## src/rtl/uart_tx_ctrl_if.sv

```systemverilog
// UART transmit frame-controller bundle.
// Carries the byte handshake, the parity configuration, the serializer
// link (ser_data/ser_done in, ser_en/busy out), the TX line and the
// sequence-error flag.
//   master : byte source + serializer side (drives P_DATA, Data_Valid,
//            PAR_EN, PAR_TYP, ser_data, ser_done)
//   slave  : frame controller (drives ser_en, busy, TX_OUT, seq_err)
interface uart_tx_ctrl_if;
  logic [7:0] P_DATA;
  logic       Data_Valid;
  logic       PAR_EN;
  logic       PAR_TYP;
  logic       ser_data;
  logic       ser_done;
  logic       ser_en;
  logic       busy;
  logic       TX_OUT;
  logic       seq_err;

  modport master (
    output P_DATA, Data_Valid, PAR_EN, PAR_TYP, ser_data, ser_done,
    input  ser_en, busy, TX_OUT, seq_err
  );

  modport slave (
    input  P_DATA, Data_Valid, PAR_EN, PAR_TYP, ser_data, ser_done,
    output ser_en, busy, TX_OUT, seq_err
  );
endinterface

```

## src/rtl/uart_tx_ctrl.sv

```systemverilog
// UART transmit frame controller.
// Sequences start, 8 data bits (LSB first, taken from the serializer),
// optional parity and STOP_BITS stop bits onto TX_OUT. CLK is the bit clock.
// Ports:
//   CLK    : bit-rate clock, rising edge
//   RST    : asynchronous reset, active low
//   tx_if  : slave side of uart_tx_ctrl_if (handshake, parity config,
//            serializer link, TX line, sticky seq_err)
module uart_tx_ctrl #(
  parameter int unsigned STOP_BITS = 1
) (
  input  logic          CLK,
  input  logic          RST,
  uart_tx_ctrl_if.slave tx_if
);

  // Any STOP_BITS other than 2 behaves as 1; 1-bit counter is sufficient.
  localparam logic STOP_LAST = (STOP_BITS == 2) ? 1'b1 : 1'b0;

  typedef enum logic [2:0] {
    IDLE,
    START,
    DATA,
    PARITY,
    STOP
  } state_t;

  state_t     r_state;
  state_t     w_nxt_state;
  logic [2:0] r_bit_idx;
  logic       r_stop_cnt;
  logic       r_par;
  logic       r_par_en;
  logic       r_busy;
  logic       r_seq_err;

  logic       w_accept;
  logic       w_chk;
  logic       w_tx;
  logic       w_ser_en;

  assign w_accept = (r_state == IDLE) && !r_busy && tx_if.Data_Valid;

  // First cycle after DATA: PARITY, or the first STOP when no parity bit.
  assign w_chk = (r_state == PARITY) ||
                 ((r_state == STOP) && !r_par_en && (r_stop_cnt == 1'b0));

  always_ff @(posedge CLK or negedge RST) begin
    if (!RST) r_state <= IDLE;
    else      r_state <= w_nxt_state;
  end

  always_comb begin
    w_nxt_state = r_state;
    w_tx        = 1'b1;
    w_ser_en    = 1'b0;
    case (r_state)
      IDLE: begin
        if (w_accept) w_nxt_state = START;
      end
      START: begin
        w_tx        = 1'b0;
        w_nxt_state = DATA;
      end
      DATA: begin
        w_tx     = tx_if.ser_data;
        w_ser_en = 1'b1;
        if (r_bit_idx == 3'd7) w_nxt_state = r_par_en ? PARITY : STOP;
      end
      PARITY: begin
        w_tx        = r_par;
        w_nxt_state = STOP;
      end
      STOP: begin
        if (r_stop_cnt == STOP_LAST) w_nxt_state = IDLE;
      end
      default: w_nxt_state = IDLE;
    endcase
  end

  always_ff @(posedge CLK or negedge RST) begin
    if (!RST) begin
      r_bit_idx  <= '0;
      r_stop_cnt <= 1'b0;
      r_par      <= 1'b0;
      r_par_en   <= 1'b0;
      r_busy     <= 1'b0;
      r_seq_err  <= 1'b0;
    end else begin
      if (w_accept) begin
        r_par_en <= tx_if.PAR_EN;
        r_par    <= (^tx_if.P_DATA) ^ tx_if.PAR_TYP;
      end

      if (r_state == START)     r_bit_idx <= '0;
      else if (r_state == DATA) r_bit_idx <= r_bit_idx + 3'd1;

      if (r_state == STOP) r_stop_cnt <= r_stop_cnt + 1'b1;
      else                 r_stop_cnt <= 1'b0;

      // busy follows the state register so it rises on acceptance and
      // falls on the edge that re-enters IDLE.
      r_busy <= (w_nxt_state != IDLE);

      if (w_chk && !tx_if.ser_done) r_seq_err <= 1'b1;
    end
  end

  assign tx_if.TX_OUT  = w_tx;
  assign tx_if.ser_en  = w_ser_en;
  assign tx_if.busy    = r_busy;
  assign tx_if.seq_err = r_seq_err;

endmodule

```

## src/flat_wrapper.sv

```systemverilog
// flat-port wrapper written by rule: the top's interface ports become plain ports
module uart_tx_ctrl_flat 
#(
  parameter int unsigned STOP_BITS = 1
)
  (CLK, RST, tx_if_P_DATA, tx_if_Data_Valid, tx_if_PAR_EN, tx_if_PAR_TYP, tx_if_ser_data, tx_if_ser_done, tx_if_ser_en, tx_if_busy, tx_if_TX_OUT, tx_if_seq_err);
  uart_tx_ctrl_if tx_if_i ();
  input  logic CLK;
  input  logic RST;
  input wire logic [$bits(tx_if_i.P_DATA)-1:0] tx_if_P_DATA;
  input wire logic [$bits(tx_if_i.Data_Valid)-1:0] tx_if_Data_Valid;
  input wire logic [$bits(tx_if_i.PAR_EN)-1:0] tx_if_PAR_EN;
  input wire logic [$bits(tx_if_i.PAR_TYP)-1:0] tx_if_PAR_TYP;
  input wire logic [$bits(tx_if_i.ser_data)-1:0] tx_if_ser_data;
  input wire logic [$bits(tx_if_i.ser_done)-1:0] tx_if_ser_done;
  output wire logic [$bits(tx_if_i.ser_en)-1:0] tx_if_ser_en;
  output wire logic [$bits(tx_if_i.busy)-1:0] tx_if_busy;
  output wire logic [$bits(tx_if_i.TX_OUT)-1:0] tx_if_TX_OUT;
  output wire logic [$bits(tx_if_i.seq_err)-1:0] tx_if_seq_err;
  assign tx_if_i.P_DATA = tx_if_P_DATA;
  assign tx_if_i.Data_Valid = tx_if_Data_Valid;
  assign tx_if_i.PAR_EN = tx_if_PAR_EN;
  assign tx_if_i.PAR_TYP = tx_if_PAR_TYP;
  assign tx_if_i.ser_data = tx_if_ser_data;
  assign tx_if_i.ser_done = tx_if_ser_done;
  assign tx_if_ser_en = tx_if_i.ser_en;
  assign tx_if_busy = tx_if_i.busy;
  assign tx_if_TX_OUT = tx_if_i.TX_OUT;
  assign tx_if_seq_err = tx_if_i.seq_err;
  uart_tx_ctrl #(.STOP_BITS(STOP_BITS)) u_core (.CLK(CLK), .RST(RST), .tx_if(tx_if_i));
endmodule
```

## config.mk

```make
export PLATFORM = sky130hd
export DESIGN_NAME = uart_tx_ctrl_flat
export DESIGN_NICKNAME = d
export VERILOG_FILES = /design/src/rtl/uart_tx_ctrl_if.sv /design/src/rtl/uart_tx_ctrl.sv /design/src/flat_wrapper.sv
export SDC_FILE = /design/constraint.sdc
export NUM_CORES = 1
export LEC_CHECK = 0
export BUFFER_PORTS_ARGS = -buffer_cell sky130_fd_sc_hd__buf_2
export CORE_MARGIN = 2
export CORE_UTILIZATION = 30
export CTS_CLUSTER_DIAMETER = 200
export CTS_CLUSTER_SIZE = 40
export DETAILED_ROUTE_END_ITERATION = 6
export PLACE_DENSITY = 0.54
export SETUP_SLACK_MARGIN = 0.3
export SLEW_MARGIN = 20
export SYNTH_ARGS = -nofsm -noshare
export SYNTH_HDL_FRONTEND = slang
export SYNTH_SLANG_ARGS = --single-unit
```

## constraint.sdc

```tcl
create_clock -name CLK -period 1.57 [get_ports CLK]
set_clock_uncertainty 0.1 [all_clocks]
set_input_delay 0.314 -clock CLK [delete_from_list [all_inputs] [get_ports CLK]]
set_output_delay 0.314 -clock CLK [all_outputs]
set_load 0.02 [all_outputs]
```

==> results of run 1 <==
==> layer usage <==
metal / share of wire, % / wire length [um]
met5: 0 / 0
met4: 1.8 / 27
met3: 3.3 / 50
met2: 49 / 751
met1: 46 / 698
==> area by class of cell <==
cell class / instances / area [um2] / share of cell area [%]
Clock buffer: 4 / 26.3 / 2.49
Tap cell: 27 / 33.8 / 3.20
Multi-Input combinational cell: 40 / 433 / 41.0
Timing Repair Buffer: 37 / 274 / 25.9
Inverter: 2 / 10.0 / 0.948
Sequential cell: 11 / 279 / 26.4
==> cell families after synthesis <==
| group | synth area share (%) |
|---|---|
| XOR/XNOR | 14.8 |
| AND/OR/NAND/NOR | 13.7 |
| flip-flops | 45.1 |
| adder cells (fa/ha/maj) | 4.10 |
| AO/OA/AOI/OAI | 14.5 |
| multiplexers | 5.94 |
| buffers and inverters | 1.84 |
==> worst register-to-register path: stages, from the launching register on <==
cell      delay (ps)
dfrtp_1          390
ha_2             200
ha_4             170
nand2b_4          80
nand2b_4          50
a32o_2           220
or3_1            300
==> sequential cells by signal (all words and copies together) (netlist names) <==
signal and flops:
u_core.r_par 1, u_core.r_bit_idx 3, u_core.r_par_en 1, u_core.tx_if.seq_err 1, u_core.r_state 3, u_core.r_stop_cnt 1
u_core.tx_if.busy 1
==> placed cells by master, fill, tap and decap left out, types with 2 or more instances in the layout <==
master and n:
buf_6 9, o21ai_1 3, nand2_1 4, mux2_4 2
a22oi_2 2, clkbuf_4 3, xnor2_1 2, nand2b_4 3
dfrtp_1 8, nor2_4 2, buf_4 11, xnor2_2 3
a21oi_2 2, buf_2 16, dfrtp_2 3
==> worst paths after layout <==
kind | from | endpoint | slack (ps) | cells past startpoint
max | u_core.r_bit_idx[1] | u_core.tx_if.busy | -50 | 6
min | tx_if_ser_done | u_core.tx_if.seq_err | 110 | 2
max reg2reg | u_core.r_bit_idx[1] | u_core.tx_if.busy | -50 | 6
min reg2reg | u_core.tx_if.seq_err | u_core.tx_if.seq_err | 380 | 1
max in group asynchronous | RST | u_core.r_state[0] | 790 | 2
min in group asynchronous | RST | u_core.r_bit_idx[1] | 340 | 2
==> timing repair <==
item	in CTS	in global routing
hold buffers	1	0
hold endpoints to repair	11	0
pin swaps	6	6
buffers inserted	8	5
resized for setup	19	12
endpoints found under the setup margin	11	12
==> per-stage QoR <==
step,setup TNS [ps],instances,util [%]
finish,-91.0,121,54.4
global route,-246,121,54.4
CTS,-96.6,116,49.5
detailed placement,-101,103,41.0
global placement,-26.7,103,41.0
floorplan,0,54,-
==> power breakdown <==
part           switching [W]  leakage, nW  internal (W)  total (W)
clock network      0.0000999       0.0150     0.0000984   0.000198
registers           0.000120        0.132      0.000407   0.000527
logic               0.000477        0.353      0.000653    0.00113
total               0.000696        0.500       0.00116    0.00186
==> flow_summary.toml, run 1 <==
[timing]
post-route-min-period_ps = 1620
drv_slew = 0
relSlewSlack_pct = 82.2
grt_setup_unrepaired = "true"
worst_pin_slew_ps = 267
fin_ws_ps = -53.5
clock.fmax_mhz = 616
hold_ws_ps = 108
fin_crit_sh_pct = 103
setup_violations = 2
hold_viol_final = 0

[routing]
via_per_inst = 4.61
dr.pass1.iters = 4
drcViolationCount = 0
wl_mm = 1.53
wl_per_cell_um = 12.6
drt_iter0_markers = 7
drtAntennaViolNets = 0
vias = 558

[synthesis]
yosys_most_used_dff = "dfrtp_1"
synth_area_leader_cell = "dfrtp_1"
synth_cell_types = 28
ys_ff_latch = 11
synth.area.top_cells = "dfrtp_1 (45%), xnor2_2 (5.3%), xnor2_1 (4.3%), ha_1 (4.1%), xnor3_1 (3.7%)"
seq_area_frac_synth_pct = 45.1
synthCells = 54
synth_edf_count = 0
async_reset_ff_share_pct = 100
synth.most_common_cell = "dfrtp_1"
synth_nets = 71
synth_warnings = 0
synth.top_cell.area_share_pct = 45.1
synth_common_cells = "dfrtp_1 (11), nand2_1 (4)"
syn-cell-area_um2 = 611
avgSynthCellArea_um2 = 11.3

[cells_and_area]
num_antenna_cells = 0
stdcell_area_um2 = 1060
syn_to_final_growth_pct = 73.0
drive_gt1_share_pct = 67.0
nets = 112
n_fill_cell = 162

[setup_path]
crit_family = "simple AND/OR/NAND/NOR gates"
cp_num_buf_inv = 0
cp_max_fo = 2
path_cells = "ha_2 > ha_4 > nand2b_4 > nand2b_4 > a32o_2 > or3_1"
endpoint_kind = "flip-flop"
critPathKind = "reg2reg"
crit_required_ps = 1620
worst_setup_path_start_kind = "flip-flop"
crit_top_cell = "nand2b_4"
crit_arrival_ps = 1670
cpMaxStageDelayCell = "dfrtp_1"
slowest_delay_ps = 390

[power_and_ir_drop]
p_per_area_nw_per_um2 = 1760
p_leak_nw = 0.500
fin_total_pwr_w = 0.00186
peakVddDrop_v = 0.00100

[grt]
use_met1_pct = 17.4
overflow = 0
met2_usage_pct = 20.9
grt_max_degree = 12
first_global_vias = 601
grt_first_pass_wirelength_mm = 2.48
antenna_found_initial = 0
gr-usage-met3_pct = 2.76
busiest_layer = "met2"
grtUsageTotal_pct = 13.6

[job]
cap_violations = 0

[clock_tree]
clk_pin_slew_worst_paths_ps = 80
insertion_delay_ps = 270
cts-htree-levels = 1
cts_tree = "yes"
clock_sinks = 11
clockBufferDepth = 2
numCtsBuffers = 3
root_buffer = "clkbuf_4"

[run_status]
status = "finished with violations"
violations = "setup timing"

[die]
die_w_um = 49.1
dieArea_um2 = 2410
die_y_um = 49.1
start_util_pct = 31.4
core_um2 = 1940
num_io_pins = 19
rows = 16

[placement]
dp_hpwl_mm = 1.01
post_dp_cell_area_um2 = 796
port-buffer-count = 18
place_congestion = 0.736
pre_cts_slack_ps = -73.3

[hold_path]
hold_class = "in2reg"
Power figures use the tool's default switching activity.
==> inputs of run 2 (changes only) <==
--- a/config.mk
+++ b/config.mk
@@ -11,7 +11,6 @@
 export CTS_CLUSTER_DIAMETER = 200
 export CTS_CLUSTER_SIZE = 40
 export DETAILED_ROUTE_END_ITERATION = 6
-export PLACE_DENSITY = 0.54
 export SETUP_SLACK_MARGIN = 0.3
 export SLEW_MARGIN = 20
 export SYNTH_ARGS = -nofsm -noshare
==> flow_summary.toml, run 2 (synthesized netlist as in run 1, its figures left out) <==
[cells_and_area]
multi_input_area_um2 = 412
fin_cells = 116
n_fill_cell = 187
nets = 107
final_cell_mix = "buf_2 (17), dfrtp_1 (9), buf_6 (7), buf_4 (7), nand2_1 (4)"
drive_gt1_share_pct = 60.7
num_antenna_cells = 0
top_regs = "u_core.r_bit_idx (3), u_core.r_state (3)"
final_common_cell = "buf_2"
syn_to_final_growth_pct = 61.5
seqCellArea_um2 = 278

[routing]
dr.pass1.iters = 4
drt_iter0_markers = 8
via_per_inst = 4.71
drtAntennaViolNets = 0
wl_per_cell_um = 12.9
route.met2.wl_um = 767
wl_met3_um = 42
wl_mm = 1.50
vias = 546
drcViolationCount = 0
top_layer = "met4"
wl_met1_um = 661

[power_and_ir_drop]
p_int_w = 0.00107
p_clk_share_pct = 11.4
p_per_area_nw_per_um2 = 1760
p_switching_w = 0.000666
p_sw_share_pct = 38.4
pwr-share-comb_pct = 58.1
p_seq_share_pct = 30.5
p_leak_nw = 0.467
peakVddDrop_v = 0.000898

[clock_tree]
clockBufferDepth = 2
clk_pin_slew_worst_paths_ps = 70
clock_sinks = 11
cts_tree = "yes"
cts-htree-levels = 1
root_buffer = "clkbuf_4"
insertion_delay_ps = 270
numCtsBuffers = 3

[placement]
port-buffer-count = 18
placedCellCount = 103
place_congestion = 0.783
dp_hpwl_um = 948
pre_cts_slack_ps = -47.1

[setup_path]
slowest_delay_ps = 390
crit_required_ps = 1620
cp_max_fo = 2
reg2reg_depth = 6
critPathKind = "reg2reg"
crit_arrival_ps = 1690
endpoint_kind = "flip-flop"
worst_setup_path_start_kind = "flip-flop"
cpMaxStageDelayCell = "dfrtp_1"
path_cells = "ha_2 > ha_4 > nand2b_4 > nand2b_1 > a32o_2 > or3_1"

[timing]
fin_crit_sh_pct = 104
clock.fmax_mhz = 610
fin_ws_ps = -68.5
post-route-min-period_ps = 1640
drv_slew = 0
hold_viol_final = 0
grt_setup_unrepaired = "true"
relSlewSlack_pct = 83.2
worst_pin_slew_ps = 252
setup_violations = 3

[job]
cap_violations = 0

[die]
rows = 16
core_um2 = 1940
die_w_um = 49.1
die_y_um = 49.1
num_io_pins = 19
dieArea_um2 = 2410
start_util_pct = 31.4

[grt]
first_global_vias = 542
grtUsageTotal_pct = 13.0
grt_max_degree = 12
grt_first_pass_wirelength_mm = 2.42
antenna_found_initial = 0
overflow = 0

[run_status]
violations = "setup timing"
status = "finished with violations"

[hold_path]
hold_depth = 2
hold_class = "in2reg"
[run 2: layer usage]
layer | vias to the layer above | track usage, %
li1 | 266 | -
met1 | 262 | 18.2
met2 | 13 | 19.4
met3 | 5 | 2.76
met4 | 0 | 5.71
met5 | - | 0
[run 2: cell type report]
| cell class | instances | share of cell area, % |
|---|---|---|
| clock buffer | 4 | 2.66 |
| inverter | 2 | 1.02 |
| multi-input combinational | 40 | 41.8 |
| sequential | 11 | 28.2 |
| tap | 27 | 3.43 |
| timing repair buffer | 32 | 23.0 |
[run 2: worst max-delay path: cells and delay by family (launching register included)]
family                     cells  cell delay [ps]
AOI/OAI and AO/OA              1              230
and+or+nand+nor                3              430
adders and majority gates      2              370
DFF                            1              390
[run 2: per-stage QoR]
step | hold WS (ps) | instance area (um2) | TNS, ps | utilization (%) | total power, W
global route | 121 | 986 | -348 | 50.8 | 0.00185
finish | 120 | 986 | -140 | 50.8 | 0.00173
detailed placement | 98.2 | 796 | -67.4 | 41.0 | 0.00122
CTS | 117 | 922 | -111 | 47.5 | 0.00161
floorplan | -81.6 | 648 | 0 | - | 0.000994
global placement | 96.0 | 796 | -25.9 | 41.0 | 0.00121
[run 2: path summary, 6_finish.rpt]
path,startpoint,to,slack [ps]
setup reg to reg,u_core.r_bit_idx[0],u_core.tx_if.busy,-70
max in group asynchronous,RST,u_core.r_state[1],810
setup / recovery,u_core.r_bit_idx[0],u_core.tx_if.busy,-70
min in group asynchronous,RST,u_core.r_bit_idx[0],330
hold / removal,tx_if_ser_done,u_core.tx_if.seq_err,120
hold reg to reg,u_core.tx_if.seq_err,u_core.tx_if.seq_err,380
[run 2: power by group through the flow]
stage                     logic [W]  clock network, W  registers [W]
after detailed placement   0.000710                 0       0.000515
after CTS                  0.000895          0.000200       0.000510
after floorplan            0.000467                 0       0.000527
after global placement     0.000696                 0       0.000515
after global routing        0.00109          0.000214       0.000546
final                       0.00101          0.000197       0.000529
[run 2: repair_timing]
action | CTS | global route
resized for setup | 13 | 10
hold buffers | 1 | 0
setup endpoints to repair | 10 | 11
endpoints found under the hold margin | 11 | 0
gates cloned | 0 | 0
buffers inserted | 6 | 2
pin swaps | 3 | 6
==> inputs of run 3 (changes only) <==
--- a/config.mk
+++ b/config.mk
@@ -6,11 +6,15 @@
 export NUM_CORES = 1
 export LEC_CHECK = 0
 export BUFFER_PORTS_ARGS = -buffer_cell sky130_fd_sc_hd__buf_2
+export CELL_PAD_IN_SITES_DETAIL_PLACEMENT = 1
+export CELL_PAD_IN_SITES_GLOBAL_PLACEMENT = 2
 export CORE_MARGIN = 2
-export CORE_UTILIZATION = 30
+export CORE_UTILIZATION = 27
 export CTS_CLUSTER_DIAMETER = 200
-export CTS_CLUSTER_SIZE = 40
+export CTS_CLUSTER_SIZE = 10
 export DETAILED_ROUTE_END_ITERATION = 6
+export MAX_ROUTING_LAYER = met4
+export PLACE_DENSITY_LB_ADDON = 0.1
 export SETUP_SLACK_MARGIN = 0.3
 export SLEW_MARGIN = 20
 export SYNTH_ARGS = -nofsm -noshare
==> flow_summary.toml, run 3 (synthesized netlist as in run 1, its figures left out) <==
[grt]
grtUsageTotal_pct = 13.3
overflow = 0
grt_max_degree = 12
antenna_found_initial = 0
grt_first_pass_wirelength_mm = 2.56
first_global_vias = 537

[cells_and_area]
multi_input_area_um2 = 400
num_antenna_cells = 0
drive_gt1_share_pct = 60.2
n_fill_cell = 243
final_common_cell = "buf_2"
seqCellArea_um2 = 279
final_cell_mix = "buf_2 (15), buf_4 (10), dfrtp_1 (8)"
syn_to_final_growth_pct = 58.2
nets = 106
top_regs = "u_core.r_bit_idx (3), u_core.r_state (3)"

[routing]
drt_iter0_markers = 6
dr.pass1.iters = 4
drcViolationCount = 0
wl_mm = 1.50
vias = 542
wl_per_cell_um = 12.9
drtAntennaViolNets = 0
via_per_inst = 4.67

[timing]
fin_ws_ps = -51.3
clock.fmax_mhz = 617
relSlewSlack_pct = 82.0
worst_pin_slew_ps = 271
fin_crit_sh_pct = 103
post-route-min-period_ps = 1620
hold_ws_ps = 112
setup_violations = 4
grt_setup_unrepaired = "true"
tns_ps = -113
hold_viol_final = 0
drv_slew = 0

[clock_tree]
root_buffer = "clkbuf_4"
clk_pin_slew_worst_paths_ps = 80
cts-htree-levels = 1
clock_sinks = 11
cts_tree = "yes"
insertion_delay_ps = 270
clockBufferDepth = 2
numCtsBuffers = 3

[placement]
port-buffer-count = 18
place_congestion = 0.788
dp_hpwl_mm = 1.11

[setup_path]
crit_arrival_ps = 1210
ff2ff_setup_slack_ps = -40
worst_setup_path_start_kind = "flip-flop"
critPathKind = "reg2out"
endpoint_kind = "primary output"
cp_max_fo = 5
crit_required_ps = 1160

[run_status]
status = "finished with violations"
violations = "setup timing"

[die]
dieArea_um2 = 2660
num_io_pins = 19
die_y_um = 51.6
core_um2 = 2170
rows = 17
start_util_pct = 28.1
die_w_um = 51.6

[hold_path]
hold_class = "in2reg"

[power_and_ir_drop]
p_per_area_nw_per_um2 = 1750
peakVddDrop_v = 0.000804
fin_total_pwr_w = 0.00169
p_leak_nw = 0.453

[job]
cap_violations = 0
[run 3: where the power goes]
| part | internal, W | switching [W] |
|---|---|---|
| sequential | 0.000407 | 0.000102 |
| clock | 0.0000943 | 0.000104 |
| combinational | 0.000536 | 0.000447 |
[run 3: path summary, 6_finish.rpt]
| check | end | start | cells past startpoint |
|---|---|---|---|
| worst max-delay path | tx_if_TX_OUT | u_core.r_state[1] | 2 |
| worst min-delay path | u_core.tx_if.seq_err | tx_if_ser_done | 2 |
| worst max register to register | u_core.tx_if.busy | u_core.r_bit_idx[1] | 6 |
| worst min register to register | u_core.tx_if.seq_err | u_core.tx_if.seq_err | 1 |
| max in group asynchronous | u_core.r_state[0] | RST | 2 |
| min in group asynchronous | u_core.r_bit_idx[0] | RST | 2 |
[run 3: stage by stage]
stage | utilization [%] | cells | instance area [um2] | setup slack [ps]
2_1_floorplan | - | 54 | 648 | 8.58
3_3_place_gp | 37.4 | 106 | 812 | -14.6
3_5_place_dp | 37.4 | 106 | 812 | -43.3
4_1_cts | 43.1 | 115 | 936 | -62.9
5_1_grt | 44.5 | 116 | 966 | -92.1
6_report | 44.5 | 116 | 966 | -51.3
[run 3: metal layers]
metal  vias up  routed length, um  track usage [%]
met2         8                746             20.5
met4         0                  8             3.95
li1        266                  -                -
met1       266                700             16.7
met5         -                  0                -
met3         2                 46             4.31
[run 3: repair_timing]
action                                  CTS  global route
pin swaps                                 1             3
gates cloned                              0             0
endpoints found under the setup margin   12            13
hold buffers                              1             0
gates resized for setup                  14             6
hold endpoints to repair                 11             0
setup buffers                             4             1
[run 3: area by class of cell]
type / instances / area share, %
timing repair buffer: 31 / 22.4
clock inverter: 1 / 0.518
multi-input combinational: 40 / 41.5
tap: 28 / 3.63
inverter: 2 / 0.777
clock buffer: 3 / 2.33
sequential: 11 / 28.9
[run 3: critical path, cell delays in order, from the launching register on]
cell and delay (ps):
dfrtp_2 450, a311o_1 340, buf_6 140
